[src/rtl/mux_n_to_1_reg_if.sv]
// Handshake bundle for mux_n_to_1_reg: N producer channels in, one consumer out.
// master = producer/consumer side, slave = the mux itself.
interface mux_n_to_1_reg_if #(
  parameter int WIDTH  = 32,
  parameter int NUM_IN = 16,
  parameter int SEL_W  = 4
);
  logic [NUM_IN*WIDTH-1:0] in_data;
  logic [NUM_IN-1:0]       in_valid;
  logic [NUM_IN-1:0]       in_ready;
  logic                    mode;
  logic [SEL_W-1:0]        sel;
  logic [WIDTH-1:0]        out_data;
  logic [SEL_W-1:0]        out_sel;
  logic                    out_valid;
  logic                    out_ready;

  modport master (
    output in_data, in_valid, mode, sel, out_ready,
    input  in_ready, out_data, out_sel, out_valid
  );

  modport slave (
    input  in_data, in_valid, mode, sel, out_ready,
    output in_ready, out_data, out_sel, out_valid
  );
endinterface

[src/rtl/mux_n_to_1_reg.sv]
// Registered N:1 mux with valid/ready on every channel; directed-select or
// round-robin arbitration feeding a single output pipeline register.
module mux_n_to_1_reg #(
  parameter int WIDTH  = 32,
  parameter int NUM_IN = 16,
  parameter int SEL_W  = 4
) (
  input  logic                clk,
  input  logic                reset,
  mux_n_to_1_reg_if.slave     bus
);

  logic [WIDTH-1:0]    out_data_q, out_data_d;
  logic [SEL_W-1:0]    out_sel_q, out_sel_d;
  logic                out_valid_q, out_valid_d;
  logic [SEL_W-1:0]    rr_ptr_q, rr_ptr_d;

  logic                load_en;
  logic                grant;
  logic                xfer;
  logic [SEL_W-1:0]    gnt_idx;
  logic [WIDTH-1:0]    gnt_data;
  logic [NUM_IN-1:0]   in_ready;
  logic [2*NUM_IN-1:0] vld_dbl;
  logic [NUM_IN-1:0]   vld_rot;
  logic [SEL_W:0]      rr_shift;
  logic [SEL_W:0]      ch_sum;

  assign load_en = !out_valid_q || bus.out_ready;

  // Round-robin: rotate the doubled valid vector so bit 0 is channel rr_ptr+1;
  // the lowest set bit is then the winner.
  always_comb begin
    grant    = 1'b0;
    gnt_idx  = '0;
    ch_sum   = '0;
    rr_shift = {1'b0, rr_ptr_q} + (SEL_W+1)'(1);
    vld_dbl  = {bus.in_valid, bus.in_valid};
    vld_rot  = NUM_IN'(vld_dbl >> rr_shift);
    if (!bus.mode) begin
      for (int i = 0; i < NUM_IN; i++) begin
        if (bus.sel == SEL_W'(i) && bus.in_valid[i]) begin
          grant   = 1'b1;
          gnt_idx = SEL_W'(i);
        end
      end
    end else begin
      for (int j = NUM_IN - 1; j >= 0; j--) begin
        if (vld_rot[j]) begin
          grant  = 1'b1;
          ch_sum = rr_shift + (SEL_W+1)'(j);
          if (ch_sum >= (SEL_W+1)'(NUM_IN)) begin
            ch_sum = ch_sum - (SEL_W+1)'(NUM_IN);
          end
          gnt_idx = ch_sum[SEL_W-1:0];
        end
      end
    end
  end

  always_comb begin
    gnt_data = '0;
    for (int i = 0; i < NUM_IN; i++) begin
      if (gnt_idx == SEL_W'(i)) begin
        gnt_data = bus.in_data[i*WIDTH +: WIDTH];
      end
    end
  end

  // Reset blocks the transfer so a word presented during reset is never taken.
  assign xfer = load_en && grant && !reset;

  always_comb begin
    in_ready = '0;
    for (int i = 0; i < NUM_IN; i++) begin
      in_ready[i] = xfer && (gnt_idx == SEL_W'(i));
    end
  end

  always_comb begin
    out_data_d  = out_data_q;
    out_sel_d   = out_sel_q;
    out_valid_d = out_valid_q;
    rr_ptr_d    = rr_ptr_q;
    if (out_valid_q && bus.out_ready) begin
      out_valid_d = 1'b0;
    end
    if (xfer) begin
      out_data_d  = gnt_data;
      out_sel_d   = gnt_idx;
      out_valid_d = 1'b1;
      if (bus.mode) begin
        rr_ptr_d = gnt_idx;
      end
    end
  end

  always_ff @(posedge clk) begin
    if (reset) begin
      out_data_q  <= '0;
      out_sel_q   <= '0;
      out_valid_q <= 1'b0;
      rr_ptr_q    <= SEL_W'(NUM_IN - 1);
    end else begin
      out_data_q  <= out_data_d;
      out_sel_q   <= out_sel_d;
      out_valid_q <= out_valid_d;
      rr_ptr_q    <= rr_ptr_d;
    end
  end

  assign bus.in_ready  = in_ready;
  assign bus.out_data  = out_data_q;
  assign bus.out_sel   = out_sel_q;
  assign bus.out_valid = out_valid_q;

endmodule

[src/flat_wrapper.sv]
// flat-port wrapper written by rule: the top's interface ports become plain ports
module mux_n_to_1_reg_flat 
#(
  parameter int WIDTH  = 32,
  parameter int NUM_IN = 16,
  parameter int SEL_W  = 4
)
  (clk, reset, bus_in_data, bus_in_valid, bus_mode, bus_sel, bus_out_ready, bus_in_ready, bus_out_data, bus_out_sel, bus_out_valid);
  mux_n_to_1_reg_if #(.WIDTH(WIDTH), .NUM_IN(NUM_IN), .SEL_W(SEL_W)) bus_i ();
  input  logic clk;
  input  logic reset;
  input wire logic [$bits(bus_i.in_data)-1:0] bus_in_data;
  input wire logic [$bits(bus_i.in_valid)-1:0] bus_in_valid;
  input wire logic [$bits(bus_i.mode)-1:0] bus_mode;
  input wire logic [$bits(bus_i.sel)-1:0] bus_sel;
  input wire logic [$bits(bus_i.out_ready)-1:0] bus_out_ready;
  output wire logic [$bits(bus_i.in_ready)-1:0] bus_in_ready;
  output wire logic [$bits(bus_i.out_data)-1:0] bus_out_data;
  output wire logic [$bits(bus_i.out_sel)-1:0] bus_out_sel;
  output wire logic [$bits(bus_i.out_valid)-1:0] bus_out_valid;
  assign bus_i.in_data = bus_in_data;
  assign bus_i.in_valid = bus_in_valid;
  assign bus_i.mode = bus_mode;
  assign bus_i.sel = bus_sel;
  assign bus_i.out_ready = bus_out_ready;
  assign bus_in_ready = bus_i.in_ready;
  assign bus_out_data = bus_i.out_data;
  assign bus_out_sel = bus_i.out_sel;
  assign bus_out_valid = bus_i.out_valid;
  mux_n_to_1_reg #(.WIDTH(WIDTH), .NUM_IN(NUM_IN), .SEL_W(SEL_W)) u_core (.clk(clk), .reset(reset), .bus(bus_i));
endmodule
[config.mk]
export PLATFORM = sky130hd
export DESIGN_NAME = mux_n_to_1_reg_flat
export DESIGN_NICKNAME = d
export VERILOG_FILES = /design/src/rtl/mux_n_to_1_reg_if.sv /design/src/rtl/mux_n_to_1_reg.sv /design/src/flat_wrapper.sv
export SDC_FILE = /design/constraint.sdc
export NUM_CORES = 1
export LEC_CHECK = 0
export BUFFER_PORTS_ARGS = -buffer_cell sky130_fd_sc_hd__buf_2
export CAP_MARGIN = 5
export CORE_AREA = 4 4 229 231
export DETAILED_ROUTE_END_ITERATION = 10
export DIE_AREA = 0 0 233 235
export HOLD_SLACK_MARGIN = 0.1
export PLACE_DENSITY_LB_ADDON = 0.3
export SLEW_MARGIN = 15
export SYNTH_ARGS = -nofsm -noshare
export SYNTH_HDL_FRONTEND = slang
export SYNTH_SLANG_ARGS = --single-unit
[constraint.sdc]
create_clock -name clk -period 7.25 [get_ports clk]
set_input_delay 1.8125 -clock clk [delete_from_list [all_inputs] [get_ports clk]]
set_output_delay 1.8125 -clock clk [all_outputs]
set_load 0.01 [all_outputs]
After elaboration in Yosys (flattened, before gate mapping)
Cells that the tools add are included.
{"block": "word_totals", "wordCells": 224, "input_bits": 536, "ff_bits": 41, "out_inout_bits": 53}
{"block": "op_classes", "n_lt_le_gt_ge": 16, "n_eq_ne": 30, "muxes": 99, "shift": 1, "reduce_logical": 42, "addsub": 32}
{"operator": "32-bit 2-to-1 mux", "n": 16}
{"operator": "4-bit 2-to-1 mux", "n": 41}
{"operator": "5-bit >= comparator, second input constant", "n": 16}
{"operator": "4-bit equality test, second input constant", "n": 16}
{"operator": "4-bit by 1-bit subtractor with 4-bit output, second input constant", "n": 16}
{"operator": "5-bit by 4-bit adder with 5-bit output, second input constant", "n": 8}
{"operator": "1-bit 2-to-1 mux", "n": 36}
{"operator": "1-bit logical AND", "n": 35}
{"operator": "4-bit by 3-bit equality test with 1-bit output, second input constant", "n": 8}
{"operator": "32-bit by 5-bit >> shifter with 16-bit output", "n": 1}
{"operator": "5-bit by 3-bit adder with 5-bit output, second input constant", "n": 4}
{"operator": "4-bit by 2-bit equality test with 1-bit output, second input constant", "n": 4}
{"operator": "3-bit 2-to-1 mux", "n": 4}
{"operator": "5-bit by 2-bit adder with 5-bit output, second input constant", "n": 2}
{"operator": "4-bit by 1-bit equality test with 1-bit output, second input constant", "n": 2}
{"operator": "4-bit zero test", "n": 2}
{"operator": "4-bit by 1-bit adder with 5-bit output, second input constant", "n": 1}
{"operator": "5-bit by 1-bit adder with 5-bit output, second input constant", "n": 1}
{"operator": "2-bit 2-to-1 mux", "n": 2}
{"operator": "1-bit zero test", "n": 2}
{"operator": "2-bit AND reduction", "n": 1}
{"operator": "2-bit nonzero test", "n": 1}
{"operator": "1-bit logical OR", "n": 1}

Logic depth before layout (Yosys ltp)
{"block": "logic_depth", "depth_word": 38, "depth_mapped": 20, "depth_no_buf": 19}

Worst setup path after synthesis
OpenSTA, ideal clock, no wires.
{"block": "synth_timing", "kind": "input to output", "start": "input bus_in_valid[14]", "end": "output bus_in_ready[1]", "n_path_buf": 1, "slack_ps": 733, "t_required_ps": 5438, "arrival_ps": 4704, "cell_stages": 11, "cell_sequence": "mux4_2 -> mux2i_2 -> nor2_1 -> o32a_1 -> or4b_4 -> nor2b_1 -> o21ai_2 -> a21oi_2 -> clkbuf_1 -> nand2_1 -> nor2_1"}
{"block": "synth_via", "elab_chain_len": 21, "word_cells_on_any_way": 44, "classes_between": "eq/ne (1); shift (1); mux (38); reduce/logical (4)"}
{"item": "start, declared", "line": "flat_wrapper.sv:13", "rtl": "input wire logic [$bits(bus_i.in_valid)-1:0] bus_in_valid;"}
{"item": "branches (longest 20 deep; another with 32-bit by 5-bit >> shifter with 16-bit output)"}
{"item": "1-bit logical AND *", "line": "mux_n_to_1_reg.sv:76", "rtl": "in_ready[i] = xfer && (gnt_idx == SEL_W'(i));"}
{"item": "end, declared", "line": "flat_wrapper.sv:17", "rtl": "output wire logic [$bits(bus_i.in_ready)-1:0] bus_in_ready;"}
Every way passes the cells marked *.

Final worst setup path
{"block": "layout_timing", "start": "input bus_in_valid[3]", "end": "output bus_in_ready[13]"}
Same word-level chain as after synthesis.

==> summary.md <==
| Metric | Value |
|---|---|
| Filler cell count | 5696 |
| RR Startpoint | u_core.rr_ptr_q[1] |
| Num Clock Sinks | 41 |
| Clock tree root buffer cell | clkbuf_16 |
| Die Wd | 233 um |
| DRT iter0 DRCs | 1737 |
| Mapped Nets | 1872 |
| Post-cts resize count | 0 |
| Top FF cell, synth | dfxtp_1 |
| Count leader, synth | nor2_1 |
| Clk_skew | 0.00712 ns |
| Largest cells by area after synthesis | dfxtp_1 8.8%, mux2i_1 7.6%, o21ai_0 6.5%, nor2_1 5.9%, nand2_1 5.2% |
| Final instance area | 0.0138 mm2 |
| Dpl cell area | 0.0136 mm2 |
| Max Fclk | 140 MHz |
| Synth Instances | 1331 |
| DR vias | 14693 |
| Synthesized area | 0.00938 mm2 |
| Final net count | 2468 |
| Synth top cells by count | 148 x nor2_1, 130 x nand2_1, 121 x o21ai_0, 90 x a21oi_1, 71 x mux2i_1 |
| GRT Overall Usage | 27.8% |
| Yosys warns | 0 |
| Slew @ Worst Pin | 1.02 ns |
| Max Buffers Root-to-Sink | 2 |
| Grt total ovfl | 0 |
| Boundary Pins | 589 |
| Num CTS Buffers | 5 |
| Hold_ws | 0.475 ns |
| Post-synth EDFFs | 0 |
| Detailed-route wire length | 80900 um |
| Final setup fails | 0 |
| Post-CTS Setup Repair Bufs | 0 |
| CP startpoint | bus_in_valid[3] |
| Area growth from synthesis to layout | 47.0% |
| Syn_area_per_cell | 7.04 um2 |
| Starting Density | 18.7% |
| WP data arrival | 5.33 ns |
| Std cell rows | 82 |
| Placed cells | 2592 |
| PwrDens | 209 mW/mm2 |
| Worst min-delay path class | flop to flop |
| Worst hold path startpoint | u_core.bus.out_data[5] |
| Hold_buf cts | 0 |
| Die ar. | 0.0548 mm2 |
| Post-route insts no fill | 2607 |
| GPL Wtd Cong | 0.978 |
| 1st-pass router iterations | 7 |
| Crit path max fanout | 9 |
| Critical path cell sequence | buf_2 > mux4_2 > mux2i_2 > buf_4 > o221ai_1 > o21ai_0 > o21ai_0 > o21ai_1 > a32oi_4 > buf_4 > a21oi_2 > buf_4 > nand3_1 > nor2_1 > buf_2 |
| CP max-delay cell | mux4_2 |
| Share of layout cells above drive strength 1 | 43.2% |
| Die Y-Extent | 235 um |
| Type of the worst setup path | input pin to output port |
| Dpl hpwl | 67800 um |
| Worst skew pair latency | 0.31 ns |
| Post-synth top area share | 8.75% |
| Yosys cell types | 98 |
| Final hold viol count | 0 |
| Largest net degree at the start of global routing | 73 |
| WL/cell | 31.1 um |
| Minimum clock period | 7.15 ns |
| Vias in the first global route | 14592 |
| Worst-path clk slew | 0.07 ns |
| Most frequent CP cell | buf_4 |
| PortBufs | 588 |
| Ys async rst share | 0% |
| First-pass GRT wire length | 110000 um |
| LEAKAGE | 6.05 nW |
| Relative slew slack | 32.1% |
| Fin Setup TNS | 0 ns |
| Total area of sequential cells | 821 um2 |
| CTS tree | done |
| Via density | 5.64 |
| Max-slew violation count | 0 |
| RSZ-0062 raised after global routing | no |
| Fin crit share | 98.6% |
| Yosys reg bits | 41 |
| Status | finished clean |
| Crit path capture type | output port |
| Yosys top cell by area | dfxtp_1 |
| Core Region | 0.0501 mm2 |
| Crit start category | input pin |
| Post-synthesis sequential area ratio | 8.75% |
| Max_cap viols | 0 |
| Area of the multi-input gates | 0.00797 mm2 |
| Worst VDD drop | 139 uV |
| ANT nets after route | 0 |
| CP required | 5.44 ns |
| Critical Path Max Stage Delay | 0.54 ns |
| Final core occ | 27.5% |
| H-tree depth | 2 |
| # DRC | 0 |
| Initial antenna violation count | 14 |
## metal layers
| metal | track usage, % | part of all wire [%] | vias up |
|---|---|---|---|
| met5 | 0 | 0.051 | - |
| met2 | 45.4 | 46 | 977 |
| li1 | - | - | 6446 |
| met3 | 6.30 | 9.5 | 108 |
| met1 | 36.5 | 41 | 7156 |
| met4 | 7.86 | 3.1 | 6 |
## critical path, delay by kind of cell
kind,cells,cell delay (ns)
and+or+nand+nor,2,0.29
muxes,2,0.83
AOI/OAI and AO/OA,6,1.41
buffers and inverters,5,0.98
## state kept, by name, summed over array words and instances, names as in the netlist
register and count:
u_core.bus.out_data 32, u_core.bus.out_sel 4, u_core.rr_ptr_q 4, u_core.bus.out_valid 1
## stage by stage
step	total power [mW]	setup WS [ns]
detailed placement	2.55	0.153
global placement	2.57	0.150
CTS	2.85	0.141
finish	2.89	0.104
floorplan	1.49	0.733
global route	3.01	0.0170
## worst paths after layout
| path | end | slack (ns) | cells after the start |
|---|---|---|---|
| worst max-delay path | bus_in_ready[13] | 0.10 | 15 |
| worst min-delay path | u_core.bus.out_data[5] | 0.47 | 2 |
| worst max register to register | u_core.bus.out_data[24] | 1.38 | 16 |
| worst min register to register | u_core.bus.out_data[5] | 0.47 | 2 |
## kinds of logic (layout without fill, tap and decap cells)
logic type               count (synthesis)  in the layout  share of synthesized area [%]
flip-flops                              41             41                           8.75
AND/OR/NAND/NOR                        416            416                           20.8
AO/OA/AOI/OAI                          599            599                           44.1
buffers and inverters                  129            726                           7.06
adder cells (fa/ha/maj)                  5              5                          0.667
XOR/XNOR                                11             11                           1.47
other                                    0              7                              0
multiplexers                           130            130                           17.2
## cells in the final DEF, fill, tap and decap left out, types with 11 or more instances in the layout
master,instances
a211oi_1,29
a21oi_1,89
a221oi_1,23
a22oi_1,48
a2bb2oi_1,12
a31oi_1,20
buf_2,588
buf_4,116
dfxtp_1,41
mux2_2,31
mux2i_1,71
mux4_2,19
nand2_1,129
nand3_1,30
nor2_1,145
nor2_2,11
nor3_1,18
nor4_1,14
o211ai_1,31
o21a_1,13
o21ai_0,120
o21ai_1,26
o22ai_1,42
o31ai_1,13
## cell type report
| cell class | count | area share [%] |
|---|---|---|
| antenna | 7 | 0.127 |
| multi-input combinational | 1161 | 57.8 |
| timing repair buffer | 710 | 28.5 |
| sequential | 41 | 5.95 |
| clock inverter | 3 | 0.318 |
| tap | 672 | 6.10 |
| clock buffer | 5 | 0.908 |
| inverter | 8 | 0.218 |
## power breakdown
part	switching, mW	leakage (nW)	total [mW]	internal [mW]
Sequential	0.0272	0.338	0.295	0.268
Clock	0.124	0.0842	0.288	0.164
Combinational	1.48	5.63	2.30	0.825
Total	1.63	6.05	2.89	1.26
Note: power is estimated with default switching activity, not from simulation.
